**config.mk**
```make
export PLATFORM = sky130hd
export DESIGN_NAME = nios_base_cpu_oci_trace_drain
export DESIGN_NICKNAME = d
export VERILOG_FILES = /design/src/rtl/nios_base_cpu_oci_trace_drain.sv
export SDC_FILE = /design/constraint.sdc
export NUM_CORES = 1
export LEC_CHECK = 0
export BUFFER_PORTS_ARGS = -buffer_cell sky130_fd_sc_hd__buf_2
export CORE_UTILIZATION = 61
export DETAILED_ROUTE_END_ITERATION = 12
export GPL_ROUTABILITY_DRIVEN = 0
export PLACE_DENSITY = 0.9
export SETUP_SLACK_MARGIN = 0.3
export SKIP_LAST_GASP = 1
export SYNTH_ARGS = -nofsm -noshare
export SYNTH_HDL_FRONTEND = slang
export SYNTH_SLANG_ARGS = --single-unit
```
**constraint.sdc**
```tcl
create_clock -name clk -period 10.5 [get_ports clk]
set_input_delay 2.625 -clock clk [delete_from_list [all_inputs] [get_ports clk]]
set_output_delay 2.625 -clock clk [all_outputs]
set_load 0.05 [all_outputs]
```
**src/rtl/nios_base_cpu_oci_trace_drain.sv**
```systemverilog
// nios_base_cpu_oci_trace_drain
// Captures packed compressed-trace words into a DEPTH-entry FIFO and
// serialises their valid lanes one per cycle over a valid/ready port.
// End-of-test inputs drive a RUN -> DRAIN -> DONE sequence.
//
// Ports:
//   clk, reset_n          clock, synchronous active-low reset
//   dct_buffer/count/valid trace word in (lane 0 = LSBs), valid-lane count, qualifier
//   test_ending           stop capture and drain the FIFO
//   test_has_ended        abort: flush the FIFO and go to DONE
//   lane_data/valid/last  serialised lane out (combinational from FIFO head)
//   lane_ready            consumer accepts the current lane
//   overflow              sticky, a word was dropped on a full FIFO
//   dropped_count         saturating count of dropped words
//   drained               state is DONE
//   trace_checksum        running XOR of handed-off lanes
//
// Optional feature: define NIOS_OCI_TRACE_CHECKSUM_EN to build the checksum
// register; otherwise trace_checksum is tied to zero.
module nios_base_cpu_oci_trace_drain #(
  parameter int unsigned LANE_W  = 10,
  parameter int unsigned LANES   = 3,
  parameter int unsigned COUNT_W = 4,
  parameter int unsigned DEPTH   = 8
) (
  input  logic                    clk,
  input  logic                    reset_n,
  input  logic [LANES*LANE_W-1:0] dct_buffer,
  input  logic [COUNT_W-1:0]      dct_count,
  input  logic                    dct_valid,
  input  logic                    test_ending,
  input  logic                    test_has_ended,
  output logic [LANE_W-1:0]       lane_data,
  output logic                    lane_valid,
  input  logic                    lane_ready,
  output logic                    lane_last,
  output logic                    overflow,
  output logic [15:0]             dropped_count,
  output logic                    drained,
  output logic [LANE_W-1:0]       trace_checksum
);

  localparam int unsigned AW     = $clog2(DEPTH);
  localparam int unsigned PW     = AW + 1;
  localparam int unsigned CW     = $clog2(LANES + 1);
  localparam int unsigned WORD_W = LANES * LANE_W;

  typedef enum logic [1:0] {ST_RUN, ST_DRAIN, ST_DONE} state_e;

  state_e            state_q, state_d;
  logic [PW-1:0]     wr_q, wr_d, rd_q, rd_d;
  logic [CW-1:0]     idx_q, idx_d;
  logic              overflow_q, overflow_d;
  logic [15:0]       drop_q, drop_d;

  logic [WORD_W-1:0] data_mem [DEPTH];
  logic [CW-1:0]     cnt_mem  [DEPTH];

  logic [CW-1:0]     eff_cnt;
  logic              empty, full;
  logic [WORD_W-1:0] head_word;
  logic [CW-1:0]     head_cnt;
  logic [LANE_W-1:0] lane_sel;
  logic              capture_ok, push, drop, handoff, pop;

  // Effective lane count: dct_count clamped to LANES
  always_comb begin
    if (32'(dct_count) > LANES) eff_cnt = CW'(LANES);
    else                        eff_cnt = CW'(dct_count);
  end

  assign empty     = (wr_q == rd_q);
  assign full      = (wr_q[AW-1:0] == rd_q[AW-1:0]) && (wr_q[AW] != rd_q[AW]);
  assign head_word = data_mem[rd_q[AW-1:0]];
  assign head_cnt  = cnt_mem[rd_q[AW-1:0]];

  // Lane mux from the head entry
  always_comb begin
    lane_sel = '0;
    for (int l = 0; l < int'(LANES); l++) begin
      if (idx_q == CW'(l)) lane_sel = head_word[l*LANE_W +: LANE_W];
    end
  end

  assign lane_valid = !empty && (state_q != ST_DONE);
  assign lane_data  = lane_valid ? lane_sel : '0;
  assign lane_last  = lane_valid && (idx_q == (head_cnt - CW'(1)));
  assign handoff    = lane_valid && lane_ready;
  assign pop        = handoff && lane_last;

  // Capture only in RUN (includes the RUN->DRAIN cycle); full is judged
  // before any pop this cycle, so there is no pop bypass.
  assign capture_ok = dct_valid && (eff_cnt != '0) && (state_q == ST_RUN);
  assign push       = capture_ok && !full;
  assign drop       = capture_ok && full;

  // Next state, pointers, lane index and drop statistics
  always_comb begin
    state_d    = state_q;
    wr_d       = wr_q;
    rd_d       = rd_q;
    idx_d      = idx_q;
    overflow_d = overflow_q;
    drop_d     = drop_q;

    if (push) wr_d = wr_q + PW'(1);
    if (pop)  rd_d = rd_q + PW'(1);

    if (handoff) begin
      if (lane_last) idx_d = '0;
      else           idx_d = idx_q + CW'(1);
    end

    if (drop) begin
      overflow_d = 1'b1;
      if (drop_q != 16'hFFFF) drop_d = drop_q + 16'd1;
    end

    unique case (state_q)
      ST_RUN:   if (test_ending) state_d = ST_DRAIN;
      ST_DRAIN: if (empty)       state_d = ST_DONE;
      ST_DONE:  state_d = ST_DONE;
      default:  state_d = ST_RUN;
    endcase

    // Abort wins over everything and discards queued words
    if (test_has_ended) begin
      state_d = ST_DONE;
      wr_d    = '0;
      rd_d    = '0;
      idx_d   = '0;
    end
  end

  // State register
  always_ff @(posedge clk) begin
    if (!reset_n) begin
      state_q    <= ST_RUN;
      wr_q       <= '0;
      rd_q       <= '0;
      idx_q      <= '0;
      overflow_q <= 1'b0;
      drop_q     <= '0;
    end else begin
      state_q    <= state_d;
      wr_q       <= wr_d;
      rd_q       <= rd_d;
      idx_q      <= idx_d;
      overflow_q <= overflow_d;
      drop_q     <= drop_d;
    end
  end

  // FIFO storage; contents are only observed through the pointers
  always_ff @(posedge clk) begin
    if (push) begin
      data_mem[wr_q[AW-1:0]] <= dct_buffer;
      cnt_mem[wr_q[AW-1:0]]  <= eff_cnt;
    end
  end

  assign overflow      = overflow_q;
  assign dropped_count = drop_q;
  assign drained       = (state_q == ST_DONE);

`ifdef NIOS_OCI_TRACE_CHECKSUM_EN
  logic [LANE_W-1:0] cks_q;

  // Running XOR of every handed-off lane
  always_ff @(posedge clk) begin
    if (!reset_n)     cks_q <= '0;
    else if (handoff) cks_q <= cks_q ^ lane_data;
  end

  assign trace_checksum = cks_q;
`else
  assign trace_checksum = '0;
`endif

endmodule

```
After elaboration in Yosys (flattened, before gate mapping)
Memories as Yosys holds them, arrays and structs flattened. A register that Yosys moved wholly into a read port is not among the register bits.
Cells that the tools add are included.
Widths: inputs -> output; s select.
{"block": "totals", "reg_bits": 29, "ram_bits": 256, "inputBits": 40, "output_inout_bits": 40, "wordCells": 64, "mem_count": 2}
{"block": "op_classes", "n_addsub": 5, "n_lt_le_gt_ge": 1, "n_eq_ne": 14, "muxes": 16, "bitwise_logic": 1, "n_reduce_logical": 18}
{"memory": "data_mem", "words": 8, "width": 30, "rd": 1, "rd_ports_with_merged_regs": 1, "wr": 1, "line": "56", "text": "logic [WORD_W-1:0] data_mem [DEPTH];"}
{"memory": "cnt_mem", "words": 8, "width": 2, "rd": 1, "rd_ports_with_merged_regs": 1, "wr": 1, "line": "57", "text": "logic [CW-1:0] cnt_mem [DEPTH];"}
{"operator": "$mux 10", "count": 4}
{"operator": "$add 16x1->16 const B", "count": 1}
{"operator": "$ne 16x16->1 const B", "count": 1}
{"operator": "$mux 3", "count": 4}
{"operator": "$mux 2", "count": 5}
{"operator": "$logic_and 1x1->1", "count": 9}
{"operator": "$add 4x1->4 const B", "count": 2}
{"operator": "$ne 2x2->1 const B", "count": 3}
{"operator": "$ne 3x3->1 const B", "count": 2}
{"operator": "$pmux 2 s3", "count": 1}
{"operator": "$reduce_and 2->1", "count": 3}
{"operator": "$eq 2x1->1 const B", "count": 2}
{"operator": "$eq 2x2->1 const B", "count": 2}
{"operator": "$eq 4x4->1", "count": 1}
{"operator": "$gt 4x2->1 const B", "count": 1}
{"operator": "$logic_not 2->1", "count": 2}
{"operator": "$eq 3x3->1", "count": 1}
{"operator": "$add 2x1->2 const B", "count": 1}
{"operator": "$eq 2x2->1", "count": 1}
{"operator": "$logic_not 1->1", "count": 2}
{"operator": "$mux 1", "count": 2}
{"operator": "$reduce_bool 2->1", "count": 1}
{"operator": "$reduce_or 2->1", "count": 1}
{"operator": "$sub 2x1->2 const B", "count": 1}
{"operator": "other kinds (2)", "count": 2}

Longest topological paths before layout
Gate-level depths: netlist (run 1).
{"block": "logic_depth", "word_depth": 8, "ltp_mapped": 8, "mapped_depth_nobuf": 8}

Worst setup path after synthesis (run 1)
Ideal clock, no wire load.
{"block": "synth_path", "kind": "input-to-reg", "from": "in dct_count[3]", "to": "mem cnt_mem[0][0] in the netlist's numbering (enable)", "setup_time_ns": 0.461, "arrival_time_ns": 5.605, "required_time_ns": 10.039, "path_slack_ns": 4.434, "stages": 4, "path_buffers": 0, "cell_sequence": "or3_1 o211ai_1 or3_1 nor3_1"}
{"block": "synth_via", "elab_chain_cells": 8}
{"element": "start: declaration", "line": "29", "text": "input logic [COUNT_W-1:0] dct_count,"}
{"element": "$gt 4x2->1", "line": "68", "text": "if (32'(dct_count) > LANES) eff_cnt = CW'(LANES);"}
{"element": "$mux 2", "line": "68"}
{"element": "$reduce_bool 2->1", "line": "93", "text": "assign capture_ok = dct_valid && (eff_cnt != '0) && (state_q == ST_RUN);"}
{"element": "$logic_and 1x1->1 (2 in series)", "line": "93"}
{"element": "$logic_and 1x1->1", "line": "94", "text": "assign push = capture_ok && !full;"}
{"element": "$mux 1", "line": "156", "text": "if (push) begin"}
{"element": "$mux 1 (implied by the code)", "line": "158", "text": "cnt_mem[wr_q[AW-1:0]] <= eff_cnt;"}
{"element": "end: declaration", "line": "57"}
No other way between the ends.

==> results of run 1 <==
-- through the flow --
stage	power, W	cell area (sq um)	hold slack [ns]	worst slack, ns	utilization, %
finish	0.00231	13200	0.452	4.14	70.1
global route	0.00237	13200	0.494	3.94	70.1
CTS	0.00232	13200	0.455	4.10	70.1
detailed placement	0.00137	12300	0.444	4.72	65.4
global placement	0.00136	12300	0.429	4.79	65.4
floorplan	0.00134	11700	0.482	4.43	-
-- critical path, stage by stage, from the launching register on --
cell and delay, ns:
dfxtp_4 0.64, buf_4 0.75, mux4_2 0.62, mux2_2 0.28
a21oi_1 0.29, a21oi_1 0.09, nor2_1 0.15, a211oi_1 0.08
buf_2 0.27
-- layout by cell type (no fill, tap or decap), types with 7 or more instances in the layout --
cell type / netlist / routed
o21ai_0: 7 / 7
conb_1: 1 / 10
a211oi_1: 11 / 11
ha_1: 9 / 9
nand2_1: 21 / 21
mux4_2: 61 / 61
a21oi_1: 33 / 33
mux2_2: 10 / 10
edfxtp_1: 256 / 256
buf_2: 5 / 69
clkbuf_16: 0 / 27
mux2i_1: 30 / 30
buf_4: 13 / 11
inv_1: 10 / 10
clkinv_2: 0 / 7
nor2_1: 33 / 27
dfxtp_1: 32 / 29
xnor2_1: 9 / 9
-- layout make-up --
| type | instances | area (sq um) |
|---|---|---|
| Sequential cell | 288 | 8330 |
| Fill cell | 1098 | 5610 |
| Multi-Input combinational cell | 311 | 3170 |
| Inverter | 11 | 41.3 |
| Clock buffer | 31 | 691 |
| Tap cell | 234 | 293 |
| Clock inverter | 18 | 194 |
| Antenna cell | 2 | 5.00 |
| Timing Repair Buffer | 80 | 428 |
-- kinds of logic after synthesis --
family	count (synthesis)	share of synthesized area (%)
flops	288	71.1
simple gates	104	4.74
mux	102	15.5
compound gates	72	3.87
buf+inv	50	2.58
xor+xnor	14	1.24
fa+ha+maj	9	0.961
other cells	1	0.0320
-- layer usage --
metal	GRT usage, %	routed length, um
met1	31.4	9010
met2	44.1	12600
met3	4.62	1830
met4	9.78	827
met5	0	0
-- how the worst min path moves through the flow --
stage          slack [ns]  depth (start not counted)  endpoint
5_1_grt              0.49                          2  overflow
6_report             0.45                          2  overflow
2_1_floorplan        0.48                          2   rd_q[3]
4_1_cts              0.45                          2  overflow
3_3_place_gp         0.43                          2  overflow
3_5_place_dp         0.44                          2  overflow
-- where the power goes --
group | switching (W) | total, W | internal, W
clock | 0.000400 | 0.000970 | 0.000570
sequential | 0.00000407 | 0.00126 | 0.00126
combinational | 0.0000566 | 0.0000815 | 0.0000249
total | 0.000461 | 0.00231 | 0.00185
-- registers in the layout (all words and copies together), names as in the netlist, named ones only --
signal         cells
data_mem         240
cnt_mem           16
dropped_count     16
rd_q               4
wr_q               4
idx_q              2
state_q            2
overflow           1
==> results.sh, run 1 <==
export IMPL_status="complete, no violations"
export IMPL_p_leak_nw=4.29
export IMPL_cp_endpoint="lane_data[3]"
export IMPL_die_w_um=141
export IMPL_num_rows=50
export IMPL_hold_class="flip-flop to flip-flop"
export IMPL_routed_wl_mm=24.3
export IMPL_first_pass_iters=5
export IMPL_yosysTopAreaCell="edfxtp_1"
export IMPL_final_cells=975
export IMPL_synth_flop_cell="edfxtp_1"
export IMPL_cts_setup_buffers=0
export IMPL_dpl_hpwl_mm=13.6
export IMPL_drive_gt1_share_pct=29.8
export IMPL_end_kind="primary output"
export IMPL_drt_iter0_drc=517
export IMPL_arrival_ns=3.73
export IMPL_synth_distinct_cells=52
export IMPL_slew_headroom_pct=36.1
export IMPL_cp_data_required_time_ns=7.88
export IMPL_initial_core_util_pct=62.4
export IMPL_startpoint_type="flip-flop"
export IMPL_final_antenna_net_count=0
export IMPL_min_period_over_period_pct=60.6
export IMPL_synth_edff_count=256
export IMPL_cts_hold_buf=0
export IMPL_drc_errors=0
export IMPL_netlist_area_leader_share_pct=65.6
export IMPL_cts_buffer_depth=3
export IMPL_yosys_top_cells_count="256 x edfxtp_1, 61 x mux4_2, 33 x a21oi_1, 33 x nor2_1, 32 x dfxtp_1"
export IMPL_synth_async_reset_ratio_pct=0
export IMPL_grt_max_degree=66
export IMPL_cts_max_level=1
export IMPL_io_pins=80
export IMPL_ys_seq_elements=288
export IMPL_antenna_found_initial=2
export IMPL_crit_fanout=43
export IMPL_area_delta_synth_final_pct=12.3
export IMPL_clock_latency_ns=0.53
export IMPL_post_cts_resized=0
export IMPL_cts_tree="built"
export IMPL_grt_overflow=0
export IMPL_maxSlewViolCount=0
export IMPL_tightest_slew_ns=0.959
export IMPL_clkSinkCount=288
export IMPL_yosysMostFrequentCell="edfxtp_1"
export IMPL_grt_usage_pct=25.2
export IMPL_drv_cap=0
export IMPL_grt_pass1_vias=6500
export IMPL_core_area_sq_um=18800
export IMPL_drt_wirelength_per_cell_um=24.9
export IMPL_setup_viol=0
export IMPL_viasPerCell=6.46
export IMPL_synth_area_sq_um=11700
export IMPL_cts_buffers=27
export IMPL_root_buffer="clkbuf_16"
export IMPL_syn_avg_cell_area_sq_um=18.3
export IMPL_fmax_mhz=157
export IMPL_synth_warnings=0
export IMPL_vias=6294
export IMPL_hold_start="overflow"
export IMPL_reg2reg_depth=7
export IMPL_die_area_sq_um=19800
export IMPL_place_inst=924
export IMPL_ys_seq_area_share_pct=71.1
export IMPL_min_period_ns=6.36
export IMPL_finClkSkew_ns=0.0127
export IMPL_reg2reg_slack_ns=7.19
export IMPL_fin_tns_setup_ns=0
export IMPL_portBuffers=69
export IMPL_die_h_um=141
export IMPL_clk_pin_slew_worst_paths_ns=0.06
export IMPL_vdd_drop_max_v=0.000125
export IMPL_grt_pass1_wl_mm=36.7
export IMPL_hold_viol=0
export IMPL_final_nets=768
export IMPL_synthCells=640
export IMPL_path_class="flip-flop to primary output"
export IMPL_rsz0062_at_grt="no"
export IMPL_p_per_area_nw_per_um2=176
export IMPL_synth_area_leaders="edfxtp_1 66%, mux4_2 12%, dfxtp_1 5.5%"
No activity file was read; power rests on OpenSTA's default activity.
==> run 2, diff against run 1 <==
CORE_UTILIZATION = 54   (was 61)
PLACE_DENSITY = 0.85   (was 0.9)
clock period = 5.5 ns   (was 10.5 ns; I/O delays follow)
==> run 2 against run 1 <==
Setup slack got worse by 3.4 ns. First-iteration DRC count rose by 27%. Critical path depth did not move. Critical path type unchanged. Cell area rose by 0.44%. Sequential cell count did not move. Die area rose by 13%. Core utilization fell by 7.6 points. Register-to-register slack got worse by 4.6 ns.
==> results.sh, run 2 (same netlist as run 1, synthesis figures left out) <==
export IMPL_min_period_over_period_pct=86.4
export IMPL_worstPathCellList="buf_4 -> mux4_2 -> mux2_2 -> a21oi_1 -> a21oi_1 -> nor2_1 -> a211oi_1 -> buf_2"
export IMPL_min_period_ns=4.75
export IMPL_root_buffer="clkbuf_16"
export IMPL_dpl_hpwl_mm=14.3
export IMPL_drt_iter0_drc=655
export IMPL_die_w_um=149
export IMPL_hold_path_endpoint="overflow"
export IMPL_hold_class="flip-flop to flip-flop"
export IMPL_initial_core_util_pct=55.4
export IMPL_path_class="flip-flop to primary output"
export IMPL_grt_overflow=0
export IMPL_slowest_delay_ns=0.86
export IMPL_status="complete, no violations"
export IMPL_finClkSkew_ns=0.0169
export IMPL_fmax_mhz=210
export IMPL_core_area_sq_um=21200
export IMPL_drive_gt1_share_pct=29.4
export IMPL_clk_pin_slew_worst_paths_ns=0.06
export IMPL_antenna_found_initial=5
export IMPL_clkSinkCount=288
export IMPL_setup_slack_ns=0.748
export IMPL_whs_path_depth=2
export IMPL_grt_pass1_vias=6623
export IMPL_final_antenna_net_count=0
export IMPL_drv_cap=0
export IMPL_rsz0062_at_grt="no"
export IMPL_final_nets=771
export IMPL_internal_power_w=0.00347
export IMPL_crit_fanout=30
export IMPL_portBuffers=69
export IMPL_hold_viol=0
export IMPL_crit_top_cell="a21oi_1"
export IMPL_io_pins=80
export IMPL_first_pass_iters=5
export IMPL_cpMaxStageDelayCell="dfxtp_2"
export IMPL_arrival_ns=3.38
export IMPL_clock_latency_ns=0.55
export IMPL_mostFrequentLayoutCells="256 x edfxtp_1, 69 x buf_2, 61 x mux4_2"
export IMPL_end_kind="primary output"
export IMPL_reg2reg_slack_ns=2.63
export IMPL_routed_wl_mm=25.4
export IMPL_p_comb_share_pct=3.6
export IMPL_cts_buffer_depth=3
export IMPL_die_h_um=149
export IMPL_num_rows=53
export IMPL_grt_pass1_wl_mm=38.4
export IMPL_cts_tree="built"
export IMPL_p_sw_w=0.000905
export IMPL_p_clk_share_pct=41.4
export IMPL_final_common_cell="edfxtp_1"
export IMPL_p_sw_share_pct=20.7
export IMPL_cp_data_required_time_ns=4.12
export IMPL_p_leak_nw=4.29
export IMPL_area_delta_synth_final_pct=12.8
export IMPL_fin_tns_setup_ns=0
export IMPL_tightest_slew_ns=1.06
export IMPL_grt_usage_pct=23.5
export IMPL_cts_max_level=1
export IMPL_maxSlewViolCount=0
export IMPL_startpoint_type="flip-flop"
export IMPL_vdd_drop_max_v=0.000236
export IMPL_largest_reg_flops=240
export IMPL_post_place_ws_ns=1.36
export IMPL_drc_errors=0
export IMPL_viasPerCell=6.29
export IMPL_vias=6430
export IMPL_post_cts_resized=0
export IMPL_die_area_sq_um=22300
export IMPL_cts_buffers=28
export IMPL_drt_wirelength_per_cell_um=24.8
export IMPL_sequentialPowerShare_pct=55.1
export IMPL_p_per_area_nw_per_um2=331
export IMPL_slew_headroom_pct=29.5
export IMPL_setup_viol=0
export IMPL_cts_setup_buffers=0
export IMPL_cts_hold_buf=0
export IMPL_grt_max_degree=49
export IMPL_hold_start="overflow"
export IMPL_reg2reg_depth=6
-- run 2: worst max-delay path by stage --
stage                            start       endpoint  slack [ns]  cells after the start
after floorplan           dct_count[3]  cnt_mem[0][0]        0.68                      4
after global placement       flip-flop   lane_data[5]        1.43                      7
after detailed placement     flip-flop   lane_data[5]        1.36                      7
after CTS                    flip-flop   lane_data[4]        0.70                      8
after global routing         flip-flop   lane_data[4]        0.61                      8
final                        flip-flop   lane_data[4]        0.75                      8
-- run 2: area by class of cell --
class                           count  area, sq um
Fill cell                        1415         7940
Tap cell                          275          344
Clock inverter                     15          106
Sequential cell                   288         8330
Antenna cell                        4         10.0
Clock buffer                       37          764
Inverter                           11         41.3
Multi-Input combinational cell    311         3170
Timing Repair Buffer               82          443
-- run 2: power by group through the flow --
stage	Sequential, W	Clock (W)	Combinational [W]
floorplan	0.00246	0	0.0000950
global placement	0.00245	0	0.000144
detailed placement	0.00246	0	0.000152
CTS	0.00241	0.00182	0.000155
global route	0.00241	0.00191	0.000167
finish	0.00241	0.00181	0.000156
-- run 2: stage by stage --
stage | instances | cell area (sq um) | util [%] | total power [W] | hold WS, ns
after floorplan | 649 | 11700 | - | 0.00255 | 0.482
after global placement | 967 | 12300 | 58.3 | 0.00260 | 0.430
after detailed placement | 967 | 12300 | 58.3 | 0.00261 | 0.469
after CTS | 1019 | 13200 | 62.4 | 0.00439 | 0.482
after global routing | 1023 | 13200 | 62.5 | 0.00449 | 0.482
final | 1023 | 13200 | 62.5 | 0.00438 | 0.477
-- run 2: routing by layer --
metal	up-vias	wire length (um)	GRT usage (%)
li1	2709	-	-
met1	3285	9370	29.7
met2	371	13200	39.9
met3	63	1970	3.73
met4	2	821	11.3
met5	-	15	0
-- run 2: critical path, delay by kind of cell (launching register included) --
family                 cells  cell delay (ns)
flip-flops                 1             0.86
buffers and inverters      2             0.69
multiplexers               2             0.64
AO/OA/AOI/OAI              3             0.39
AND/OR/NAND/NOR            1             0.23
